==> src/rtl/uart_tx_serializer.sv <==
// ---------------------------------------------------------------------------
// uart_tx_serializer
//
// Pops one byte from the upstream transmit buffer (buffer_t) whenever it
// reports data. The byte is then sent on txd as an asynchronous UART frame:
// a start bit, 8 data bits LSB first, an optional parity bit, and then
// STOP_BITS stop bits. Each bit lasts CLKS_PER_BIT cycles of tClk.
//
// Optional feature macro: UART_TX_PARITY_EN
//   defined   -> one parity bit is sent after D7; PARITY_ODD selects the sense
//   undefined -> no parity state or logic; PARITY_ODD has no effect
//
// Parameters
//   CLKS_PER_BIT  tClk cycles per serial bit (>= 2)
//   STOP_BITS     number of stop bits (1 or 2)
//   PARITY_ODD    0 = even parity, 1 = odd parity
//
// Ports
//   tClk     in   clock, rising edge
//   tRst     in   asynchronous active-low reset
//   tEMPTY   in   buffer empty flag, sampled only in IDLE
//   tdataIn  in   [7:0] popped byte, valid in the cycle after tRD
//   tRD      out  one-cycle pop request to the buffer
//   txd      out  serial line, idles high
//   tbusy    out  high whenever the FSM is not in IDLE
//   tdone    out  one-cycle pulse in the first IDLE cycle after the stop bits
//
// States
//   state  | meaning
//   IDLE   | line high, waiting for tEMPTY low
//   REQ    | tRD high for this single cycle
//   WAIT   | buffer drives tdataIn; byte captured at the end of the cycle
//   START  | start bit (txd low)
//   DATA   | data bits D0..D7, LSB first
//   PARITY | parity bit (only with UART_TX_PARITY_EN)
//   STOP   | STOP_BITS stop bits (txd high)
// ---------------------------------------------------------------------------
module uart_tx_serializer #(
    parameter int CLKS_PER_BIT = 868,
    parameter int STOP_BITS    = 1,
    parameter int PARITY_ODD   = 0
) (
    input  logic       tClk,
    input  logic       tRst,
    input  logic       tEMPTY,
    input  logic [7:0] tdataIn,
    output logic       tRD,
    output logic       txd,
    output logic       tbusy,
    output logic       tdone
);

    localparam int            CW        = (CLKS_PER_BIT > 1) ? $clog2(CLKS_PER_BIT) : 1;
    localparam logic [CW-1:0] BAUD_LAST = CW'(CLKS_PER_BIT - 1);
    localparam logic [2:0]    STOP_LAST = 3'(STOP_BITS - 1);

    // Parameter values outside the legal range stop elaboration.
    if (CLKS_PER_BIT < 2 || (STOP_BITS != 1 && STOP_BITS != 2) ||
        (PARITY_ODD != 0 && PARITY_ODD != 1)) begin : gBadParams
        $error("uart_tx_serializer: illegal parameter value");
    end

    typedef enum logic [2:0] {
        IDLE,
        REQ,
        WAIT,
        START,
        DATA,
`ifdef UART_TX_PARITY_EN
        PARITY,
`endif
        STOP
    } state_t;

    state_t        state;
    state_t        stateNext;
    logic [CW-1:0] baudCnt;
    logic [2:0]    bitIdx;
    logic [7:0]    shiftReg;
    logic          bitEnd;
    logic          bitTiming;
`ifdef UART_TX_PARITY_EN
    logic          parityBit;
`endif

    assign bitEnd = (baudCnt == BAUD_LAST);

    // State register
    always_ff @(posedge tClk or negedge tRst) begin
        if (!tRst) begin
            state <= IDLE;
        end else begin
            state <= stateNext;
        end
    end

    // Next-state logic and output decode
    always_comb begin
        stateNext = state;
        bitTiming = 1'b0;
        txd       = 1'b1;
        case (state)
            IDLE: begin
                if (!tEMPTY) stateNext = REQ;
            end
            REQ: begin
                stateNext = WAIT;
            end
            WAIT: begin
                stateNext = START;
            end
            START: begin
                bitTiming = 1'b1;
                txd       = 1'b0;
                if (bitEnd) stateNext = DATA;
            end
            DATA: begin
                bitTiming = 1'b1;
                txd       = shiftReg[0];
                if (bitEnd && bitIdx == 3'd7) begin
`ifdef UART_TX_PARITY_EN
                    stateNext = PARITY;
`else
                    stateNext = STOP;
`endif
                end
            end
`ifdef UART_TX_PARITY_EN
            PARITY: begin
                bitTiming = 1'b1;
                txd       = parityBit;
                if (bitEnd) stateNext = STOP;
            end
`endif
            STOP: begin
                bitTiming = 1'b1;
                if (bitEnd && bitIdx == STOP_LAST) stateNext = IDLE;
            end
            default: begin
                stateNext = IDLE;
            end
        endcase
    end

    assign tRD   = (state == REQ);
    assign tbusy = (state != IDLE);

    // Baud/bit counters, shift register and done pulse. The baud counter is
    // cleared on every state change so each bit starts from a clean count.
    always_ff @(posedge tClk or negedge tRst) begin
        if (!tRst) begin
            baudCnt  <= '0;
            bitIdx   <= '0;
            shiftReg <= '0;
            tdone    <= 1'b0;
        end else begin
            tdone <= (state == STOP) && (stateNext == IDLE);

            if (stateNext != state) begin
                baudCnt <= '0;
                bitIdx  <= '0;
            end else if (bitTiming) begin
                if (bitEnd) begin
                    baudCnt <= '0;
                    bitIdx  <= bitIdx + 3'd1;
                end else begin
                    baudCnt <= baudCnt + CW'(1);
                end
            end

            if (state == WAIT) begin
                shiftReg <= tdataIn;
            end else if (state == DATA && bitEnd) begin
                shiftReg <= {1'b0, shiftReg[7:1]};
            end
        end
    end

`ifdef UART_TX_PARITY_EN
    // Parity is taken from the byte as it is captured, because the shift
    // register has been emptied by the time the parity bit goes out.
    always_ff @(posedge tClk or negedge tRst) begin
        if (!tRst) begin
            parityBit <= 1'b0;
        end else if (state == WAIT) begin
            parityBit <= (PARITY_ODD != 0) ? ~^tdataIn : ^tdataIn;
        end
    end
`endif

endmodule

==> config.mk <==
export PLATFORM = sky130hd
export DESIGN_NAME = uart_tx_serializer
export DESIGN_NICKNAME = d
export VERILOG_FILES = /design/src/rtl/uart_tx_serializer.sv
export SDC_FILE = /design/constraint.sdc
export NUM_CORES = 1
export LEC_CHECK = 0
export BUFFER_PORTS_ARGS = -buffer_cell sky130_fd_sc_hd__buf_2
export CAP_MARGIN = 20
export CORE_MARGIN = 2
export CORE_UTILIZATION = 60
export DETAILED_ROUTE_END_ITERATION = 8
export PLACE_DENSITY = 0.81
export SLEW_MARGIN = 20
export SYNTH_ARGS = -nofsm -noshare
export SYNTH_HDL_FRONTEND = slang
export SYNTH_SLANG_ARGS = --single-unit
==> constraint.sdc <==
create_clock -name tClk -period 3.5 [get_ports tClk]
set_clock_uncertainty 0.2 [all_clocks]
set_input_delay 0.35 -clock tClk [delete_from_list [all_inputs] [get_ports tClk]]
set_output_delay 0.35 -clock tClk [all_outputs]
set_load 0.03 [all_outputs]
# ---- Yosys cells after proc, flatten, opt, wreduce, memory -nomap -nowiden
# Cells that the tools add are included.
dict set report word_totals {
  latch_bits 0
  regBits 25
  romBits 0
  mem_bits_rw 0
  mem_count 0
}
dict set report classes {
  n_addsub 2
  n_bitwise 0
  mux 15
  n_reduce_logical 13
  n_div 0
  magnitude_cmp 0
  shift 0
  n_eq_ne 8
  mul 0
}
# op count
set op_table {}
lappend op_table {{10-bit two-way mux} 3}
lappend op_table {{3-bit two-way mux} 7}
lappend op_table {{3-bit one-hot mux with 6 select lines} 1}
lappend op_table {{8-bit two-way mux} 2}
lappend op_table {{10-bit by 1-bit adder with 10-bit output, second input constant} 1}
lappend op_table {{10-bit equality test, second input constant} 1}
lappend op_table {{3-bit equality test, second input constant} 3}
lappend op_table {{3-bit zero test} 3}
lappend op_table {{3-bit by 2-bit equality test with 1-bit output, second input constant} 2}
lappend op_table {{2-bit nonzero test} 3}
lappend op_table {{1-bit logical AND} 4}
lappend op_table {{3-bit by 1-bit adder with 3-bit output, second input constant} 1}
lappend op_table {{3-bit by 1-bit equality test with 1-bit output, second input constant} 1}
lappend op_table {{3-bit inequality test} 1}
lappend op_table {{3-bit nonzero test} 1}
lappend op_table {{3-bit OR reduction} 1}
lappend op_table {{1-bit one-hot mux with 2 select lines} 1}
lappend op_table {{2-bit AND reduction} 1}
lappend op_table {{1-bit two-way mux} 1}

# ---- Logic depth before layout (Yosys ltp)
# Gate-level depths: netlist of the first run.
dict set report depth {
  word_depth 7
  depth_mapped 6
}

# ---- Least setup slack after synthesis of the first run
# Ideal clock, no wire load.
dict set report synth_timing {
  kind {flip-flop to output port}
  startpoint {register state[0]}
  endpoint {output port tRD}
  path_buffers 2
  arrival_time_ns 1.648
  required_time_ns 2.950
  stages_incl_launch_ff 4
  path_slack_ns 1.302
  path_cell_list {dfrtp_1 -> clkbuf_1 -> buf_1 -> nor3b_1}
}
dict set report synth_between {
  elab_chain_len 1
}
# element line_no
set synth_lines {}
lappend synth_lines {{from (decl)} 75} ;# state_t state;
lappend synth_lines {{from (signal assigned)} 93} ;# state <= stateNext;
lappend synth_lines {{3-bit by 1-bit equality test with 1-bit output} 145} ;# assign tRD = (state == REQ);
lappend synth_lines {{to (decl)} 47} ;# output logic tRD,
# No other way between the ends.

# ---- Worst setup path after layout of the first run
dict set report layout_timing {
  startpoint {register state[1]}
  endpoint {register bitIdx[0]}
}
dict set report layout_between {
  elab_chain_len 5
  word_cells_on_any_way 18
  cone_classes {eq/ne: 6; mux: 7; reduce/logical: 5}
}
# element line_no
set layout_lines {}
lappend layout_lines {{3-bit equality test, or another cell as far along} 102} ;# case (state)
lappend layout_lines {{3-bit one-hot mux with 6 select lines / 3-bit OR reduction (equally long branches)} n/a}
lappend layout_lines {{3-bit inequality test / 1-bit two-way mux (equally long branches)} {159, 102}}
lappend layout_lines {{2-bit nonzero test (no line)} n/a}
lappend layout_lines {{2-bit AND reduction (no line)} n/a}
lappend layout_lines {{to (signal assigned)} 165} ;# bitIdx <= bitIdx + 3'd1;
lappend layout_lines {{to (decl)} 78} ;# logic [2:0] bitIdx;
# Parallel ways exist; a longest one is shown, timed or not.
# A chain may end at the register's enable or synchronous reset.

==> results.json, run 1 <==
{
  "syn_area_sq_mm": 0.00138,
  "syn_inst": 140,
  "crit_type": "flip-flop to flip-flop",
  "n_antenna_cell": 0,
  "synth_fp_nets": 155,
  "avgSynthCellArea_sq_um": 9.88,
  "port_buffers": 14,
  "rsz0062_at_grt": "no",
  "finalHoldWorstSlack_ns": 0.0250,
  "layout_commonest_cell": "dfrtp_1",
  "grt_pass1_wl_microns": 4620,
  "clk_path_buf_depth": 2,
  "grt_antenna_before_repair": 0,
  "ys_ff_latch": 25,
  "finalSetupViolations": 0,
  "p_total_mw": 0.439,
  "grt_usage_pct": 23.2,
  "layout_common_cells": "dfrtp_1, nand2_1, nor2_1, buf_2",
  "tns_ns": 0,
  "coreArea_sq_mm": 0.00219,
  "synth.largest_area_cell": "dfrtp_1",
  "worstSetupEndpoint": "bitIdx[0]",
  "critPathRequiredTime_ns": 3.51,
  "r2r-start": "state[1]",
  "p_per_area_mw_per_mm2": 294,
  "fin_crit_sh_pct": 65.2,
  "outcome": "complete, no violations",
  "yosysWarningCount": 0,
  "layout-drive-gt1-share_pct": 18.3,
  "drtIter0Drc": 21,
  "drtAntennaViolNets": 0,
  "fmax_ghz": 0.438,
  "grt_max_degree": 26,
  "placed_cells": 176,
  "worst_pin_slew_ns": 0.919,
  "ys_async_sr_fraction_pct": 100,
  "cp_data_arrival_time_ns": 2.29,
  "ys_seq_area_share_pct": 45.2,
  "die_area_sq_mm": 0.00270,
  "post_cts_resized": 0,
  "hpwl_microns": 1910,
  "root_buffer": "clkbuf_4",
  "nets": 169,
  "crit_fanout": 14,
  "cp-startpoint": "state[1]",
  "utilization_pct": 68.3,
  "ir_drop_mv": 0.237,
  "leakagePower_nw": 0.676,
  "yosysTopAreaCellShare_pct": 45.2,
  "r2r_slack_ns": 1.22,
  "overflow": 0,
  "r2r_end": "bitIdx[0]",
  "worst_setup_path_end_kind": "flip-flop",
  "grt_pass1_vias": 1055,
  "die_w_microns": 52.0,
  "cts_tree": "done",
  "die_h_microns": 52.0,
  "ys.flop_type": "dfrtp_1",
  "cts_sinks": 25,
  "wire_per_inst_microns": 14.2,
  "synthDistinctLibCells": 41,
  "final.min_clock_period_ns": 2.28,
  "rr_worst_depth": 5,
  "synth.area.top_cells": "dfrtp_1, nand2_1, nor2_1, xor2_1, ha_1",
  "clkTransAtPathRegs_ns": 0.12,
  "fillers": 178,
  "final_cells": 181,
  "cts.hold.buffers_added": 1,
  "max_slew_margin_pct": 38.7,
  "rows": 17,
  "synth_edf_count": 0,
  "hold_violations": 0,
  "via_per_inst": 5.85,
  "ios": 15,
  "initial_core_util_pct": 63.1,
  "cts_buffers": 3,
  "startpoint_type": "flip-flop",
  "area_delta_synth_final_pct": 8.24,
  "maxCapViolCount": 0,
  "clock_latency_ns": 0.31,
  "first_pass_iters": 5,
  "hold_class": "primary input to flip-flop",
  "ctsHtreeMaxLevel": 1,
  "drc": 0,
  "drt_wl_total_microns": 2580,
  "gp_congestion": 0.789,
  "via_count": 1059,
  "finalMaxSlewViolations": 0,
  "post_cts_buffers": 0
}
## routing by layer
layer,routed length (microns),GRT usage (%),share of wire (%)
met1,1130,28.8,44
met2,1290,40.1,50
met3,104,3.45,4.0
met4,56,9.21,2.2
met5,0,0,0
## report_power, final
group | total, mW | switching, mW | internal, mW
Sequential | 0.296 | 0.00271 | 0.293
Combinational | 0.0178 | 0.00946 | 0.00831
Clock | 0.125 | 0.0807 | 0.0446
## cell usage after synthesis (2+ instances only)
library cell	instances
a22o_1	3
o22ai_1	2
nor3_1	4
ha_1	4
nand2b_1	3
nor2_1	14
a21oi_1	6
buf_2	4
o21ai_0	3
xor2_1	6
dfrtp_1	25
mux2i_1	4
xnor2_1	2
o21ai_2	4
nand2_1	17
a21o_1	3
nor2b_1	4
nand3_1	5
inv_1	5
## metrics by stage
stage	worst slack [ns]	area (sq um)
6_report	1.22	1500
5_1_grt	1.03	1500
4_1_cts	1.24	1500
3_5_place_dp	1.27	1460
3_3_place_gp	1.33	1460
2_1_floorplan	1.30	1380
## final cells by class
class / instances / area, sq um / area share [%]
inverters: 5 / 18.8 / 1.25
well taps: 28 / 35.0 / 2.34
repair buffers: 16 / 87.6 / 5.85
flip-flops and latches: 25 / 626 / 41.8
clock buffers: 4 / 26.3 / 1.76
multi-input cells: 103 / 703 / 47.0
## flip-flops by register name (all words and copies together), names as in the netlist
register / cells
baudCnt: 10
bitIdx: 3
shiftReg: 8
state: 3
tdone: 1
## cell families after synthesis
| kind of cell | after synthesis | synth area share (%) |
|---|---|---|
| buffers and inverters | 12 | 3.89 |
| xor gates and xnor gates | 8 | 5.07 |
| muxes | 4 | 2.90 |
| DFF | 25 | 45.2 |
| AOI/OAI and AO/OA | 29 | 15.5 |
| and+or+nand+nor | 58 | 23.8 |
| adders and majority gates | 4 | 3.62 |
## worst max-delay path, cell delays in order (launching register included)
cell and delay, ns:
dfrtp_1 0.55, nand2b_1 0.31, nand2_1 0.11, a21oi_1 0.74
nand2b_1 0.20, o21ai_1 0.06
## worst min-delay path by stage
stage	cells past startpoint	to	start	slack (ns)
floorplan	0	baudCnt[0]	tRst	-0.15
global placement	1	state[0]	tRst	0.16
detailed placement	1	state[2]	tRst	0.17
CTS	3	shiftReg[4]	tdataIn[4]	0.02
global route	3	shiftReg[4]	tdataIn[4]	0.05
finish	3	shiftReg[4]	tdataIn[4]	0.03
Note: power is estimated with default switching activity, not from simulation.
==> run 2: changes to the inputs <==
--- a/config.mk
+++ b/config.mk
@@ -5,12 +5,13 @@
 export SDC_FILE = /design/constraint.sdc
 export NUM_CORES = 1
 export LEC_CHECK = 0
+export ABC_AREA = 1
 export BUFFER_PORTS_ARGS = -buffer_cell sky130_fd_sc_hd__buf_2
 export CAP_MARGIN = 20
 export CORE_MARGIN = 2
-export CORE_UTILIZATION = 60
+export CORE_UTILIZATION = 58
 export DETAILED_ROUTE_END_ITERATION = 8
-export PLACE_DENSITY = 0.81
+export PLACE_DENSITY = 0.78
 export SLEW_MARGIN = 20
 export SYNTH_ARGS = -nofsm -noshare
 export SYNTH_HDL_FRONTEND = slang
==> constraint.sdc (replaced) <==
create_clock -name tClk -period 2.1 [get_ports tClk]
set_clock_uncertainty 0.2 [all_clocks]
set_input_delay 0.21 -clock tClk [delete_from_list [all_inputs] [get_ports tClk]]
set_output_delay 0.21 -clock tClk [all_outputs]
set_load 0.03 [all_outputs]
==> run 2 against run 1 <==
Effect of this change:
- die area grew 16%
- design area rose by 34%
- hold slack better by 0.15 ns
- synthesized cell count is 51% higher
- critical path depth grew 9
- clock power is 71% higher
- synthesized area grew 13%
- sequential power up 67%
- highest routed layer unchanged
==> results.json, run 2 <==
{
  "avgSynthCellArea_sq_um": 7.39,
  "maxCapViolCount": 0,
  "clk_path_buf_depth": 2,
  "ios": 15,
  "final.min_clock_period_ns": 2.04,
  "placed_cells": 259,
  "ys_seq_area_share_pct": 39.9,
  "layout_commonest_cell": "nand2_1",
  "outcome": "complete, no violations",
  "first_pass_iters": 4,
  "largest_register": "baudCnt",
  "cp_data_arrival_time_ns": 2.06,
  "via_per_inst": 5.67,
  "rows": 18,
  "grt_antenna_before_repair": 0,
  "leakagePower_nw": 1.01,
  "area_delta_synth_final_pct": 28.4,
  "ys_async_sr_fraction_pct": 100,
  "max_slew_margin_pct": 62.2,
  "synth.area.top_cells": "dfrtp_1, nand2_1, nor2_1, inv_1, nand3_1",
  "overflow": 0,
  "drt_wl_total_microns": 3990,
  "rsz0062_at_grt": "yes",
  "yosysWarningCount": 0,
  "synth.most_common_cell": "nand2_1",
  "synth_fp_nets": 227,
  "syn_inst": 212,
  "p_per_area_mw_per_mm2": 373,
  "clock_latency_ns": 0.32,
  "cts_sinks": 25,
  "finalMaxSlewViolations": 0,
  "n_antenna_cell": 0,
  "largest_register_ffs": 10,
  "clkTransAtPathRegs_ns": 0.13,
  "synthDistinctLibCells": 29,
  "hold_violations": 0,
  "nets": 267,
  "fillers": 167,
  "finalSetupViolations": 0,
  "worst_setup_path_end_kind": "flip-flop",
  "fin_crit_sh_pct": 97.1,
  "ctsHtreeMaxLevel": 1,
  "grt_pass1_vias": 1454,
  "layout-drive-gt1-share_pct": 25.9,
  "yosysTopAreaCellShare_pct": 39.9,
  "startpoint_type": "flip-flop",
  "fmax_ghz": 0.490,
  "via_count": 1593,
  "synth_edf_count": 0,
  "ir_drop_mv": 0.352,
  "layout_common_cells": "nand2_1, nor2_1, inv_1, dfrtp_1, buf_4",
  "grt_usage_pct": 24.1,
  "pwr-share-clk_pct": 28.5,
  "final_cells": 281,
  "power_frac_comb_pct": 5.8,
  "grt_pass1_wl_microns": 6070,
  "gp_congestion": 0.912,
  "syn_area_sq_mm": 0.00157,
  "crit_fanout": 6,
  "die_w_microns": 56.0,
  "internal_power_mw": 0.587,
  "power_switching_share_pct": 21.9,
  "coreArea_sq_mm": 0.00252,
  "cts_tree": "done",
  "grt_max_degree": 26,
  "largestRegisters": "baudCnt: 10 flops, shiftReg: 8 flops",
  "tns_ns": 0,
  "ys.flop_type": "dfrtp_1",
  "p_seq_share_pct": 65.7,
  "synth.largest_area_cell": "dfrtp_1",
  "die_h_microns": 56.0,
  "cts_buffers": 3,
  "crit_type": "flip-flop to flip-flop",
  "switchingPower_mw": 0.164,
  "drc": 0,
  "synth_common_cells": "nand2_1, nor2_1, dfrtp_1, inv_1, nand3_1",
  "worst_pin_slew_ns": 0.567,
  "initial_core_util_pct": 62.1,
  "die_area_sq_mm": 0.00313,
  "root_buffer": "clkbuf_4",
  "wire_per_inst_microns": 14.2,
  "hold_class": "primary input to flip-flop",
  "port_buffers": 14,
  "drtIter0Drc": 95,
  "hpwl_microns": 2550,
  "critPathRequiredTime_ns": 2.12,
  "ys_ff_latch": 25,
  "drtAntennaViolNets": 0
}
[run 2: repair_timing]
item | in CTS | in global routing
endpoints found under the setup margin | 8 | 13
hold buffers | 9 | 0
endpoints found under the hold margin | 33 | 0
pin swaps | 0 | 16
gates resized for setup | 1 | 28
setup buffers | 2 | 6
cloned | 0 | 1
[run 2: area by class of cell]
cell class	count	area, sq um	area share (%)
Inverter	28	110	5.47
Sequential cell	25	627	31.2
Tap cell	30	37.5	1.87
Timing Repair Buffer	39	280	13.9
Multi-Input combinational cell	155	931	46.3
Clock buffer	4	26.3	1.31
[run 2: logic make-up after synthesis]
kind of cell | count (synthesis) | share of synthesized area (%)
AOI/OAI and AO/OA | 21 | 8.79
xor gates and xnor gates | 5 | 2.80
adders and majority gates | 4 | 3.20
buffers and inverters | 33 | 8.39
DFF | 25 | 39.9
and+or+nand+nor | 124 | 36.9
[run 2: layer usage]
metal | up-vias | GRT usage, % | share of wire, %
li1 | 770 | - | -
met1 | 738 | 31.9 | 43
met2 | 66 | 39.5 | 48
met3 | 19 | 3.95 | 5.7
met4 | 0 | 9.18 | 2.9
met5 | - | 0 | 0
[run 2: stage by stage]
| stage | hold slack, ns | util [%] | setup slack (ns) | power [mW] | area, sq um |
|---|---|---|---|---|---|
| detailed placement | 0.0343 | 67.9 | 0.00828 | 0.533 | 1710 |
| CTS | 0.169 | 73.4 | 0.0411 | 0.760 | 1850 |
| global route | 0.211 | 79.8 | -0.0495 | 0.780 | 2010 |
| global placement | 0.0294 | 67.9 | 0.104 | 0.532 | 1710 |
| finish | 0.179 | 79.8 | 0.0603 | 0.751 | 2010 |
| floorplan | -0.286 | - | 0.158 | 0.512 | 1570 |
[run 2: critical path: stages (launching register included)]
cell     delay [ns]
dfrtp_1        0.39
ha_2           0.21
nand2_2        0.07
inv_2          0.06
nand2_2        0.06
nor2_1         0.16
nand4_1        0.16
nand2_1        0.10
inv_1          0.07
nand2_4        0.10
inv_6          0.06
nand2_8        0.11
nor2_8         0.06
nand2_2        0.09
nand2_2        0.05
[run 2: worst paths after layout]
kind                            cells after the start        start     endpoint  slack [ns]
worst max-delay path                               14   baudCnt[1]   baudCnt[2]        0.06
worst min-delay path                                4       tEMPTY     state[0]        0.18
worst max register to register                     14   baudCnt[1]   baudCnt[2]        0.06
worst min register to register                      2  shiftReg[7]  shiftReg[6]        0.36
max in group asynchronous                           2         tRst     state[2]        1.09
min in group asynchronous                           2         tRst   baudCnt[3]        0.19
[run 2: power by group through the flow]
stage | logic (mW) | registers, mW | clock network, mW
after detailed placement | 0.0308 | 0.502 | 0
after global placement | 0.0299 | 0.502 | 0
after floorplan | 0.0105 | 0.501 | 0
after global routing | 0.0498 | 0.494 | 0.236
after CTS | 0.0438 | 0.493 | 0.223
final | 0.0435 | 0.493 | 0.214
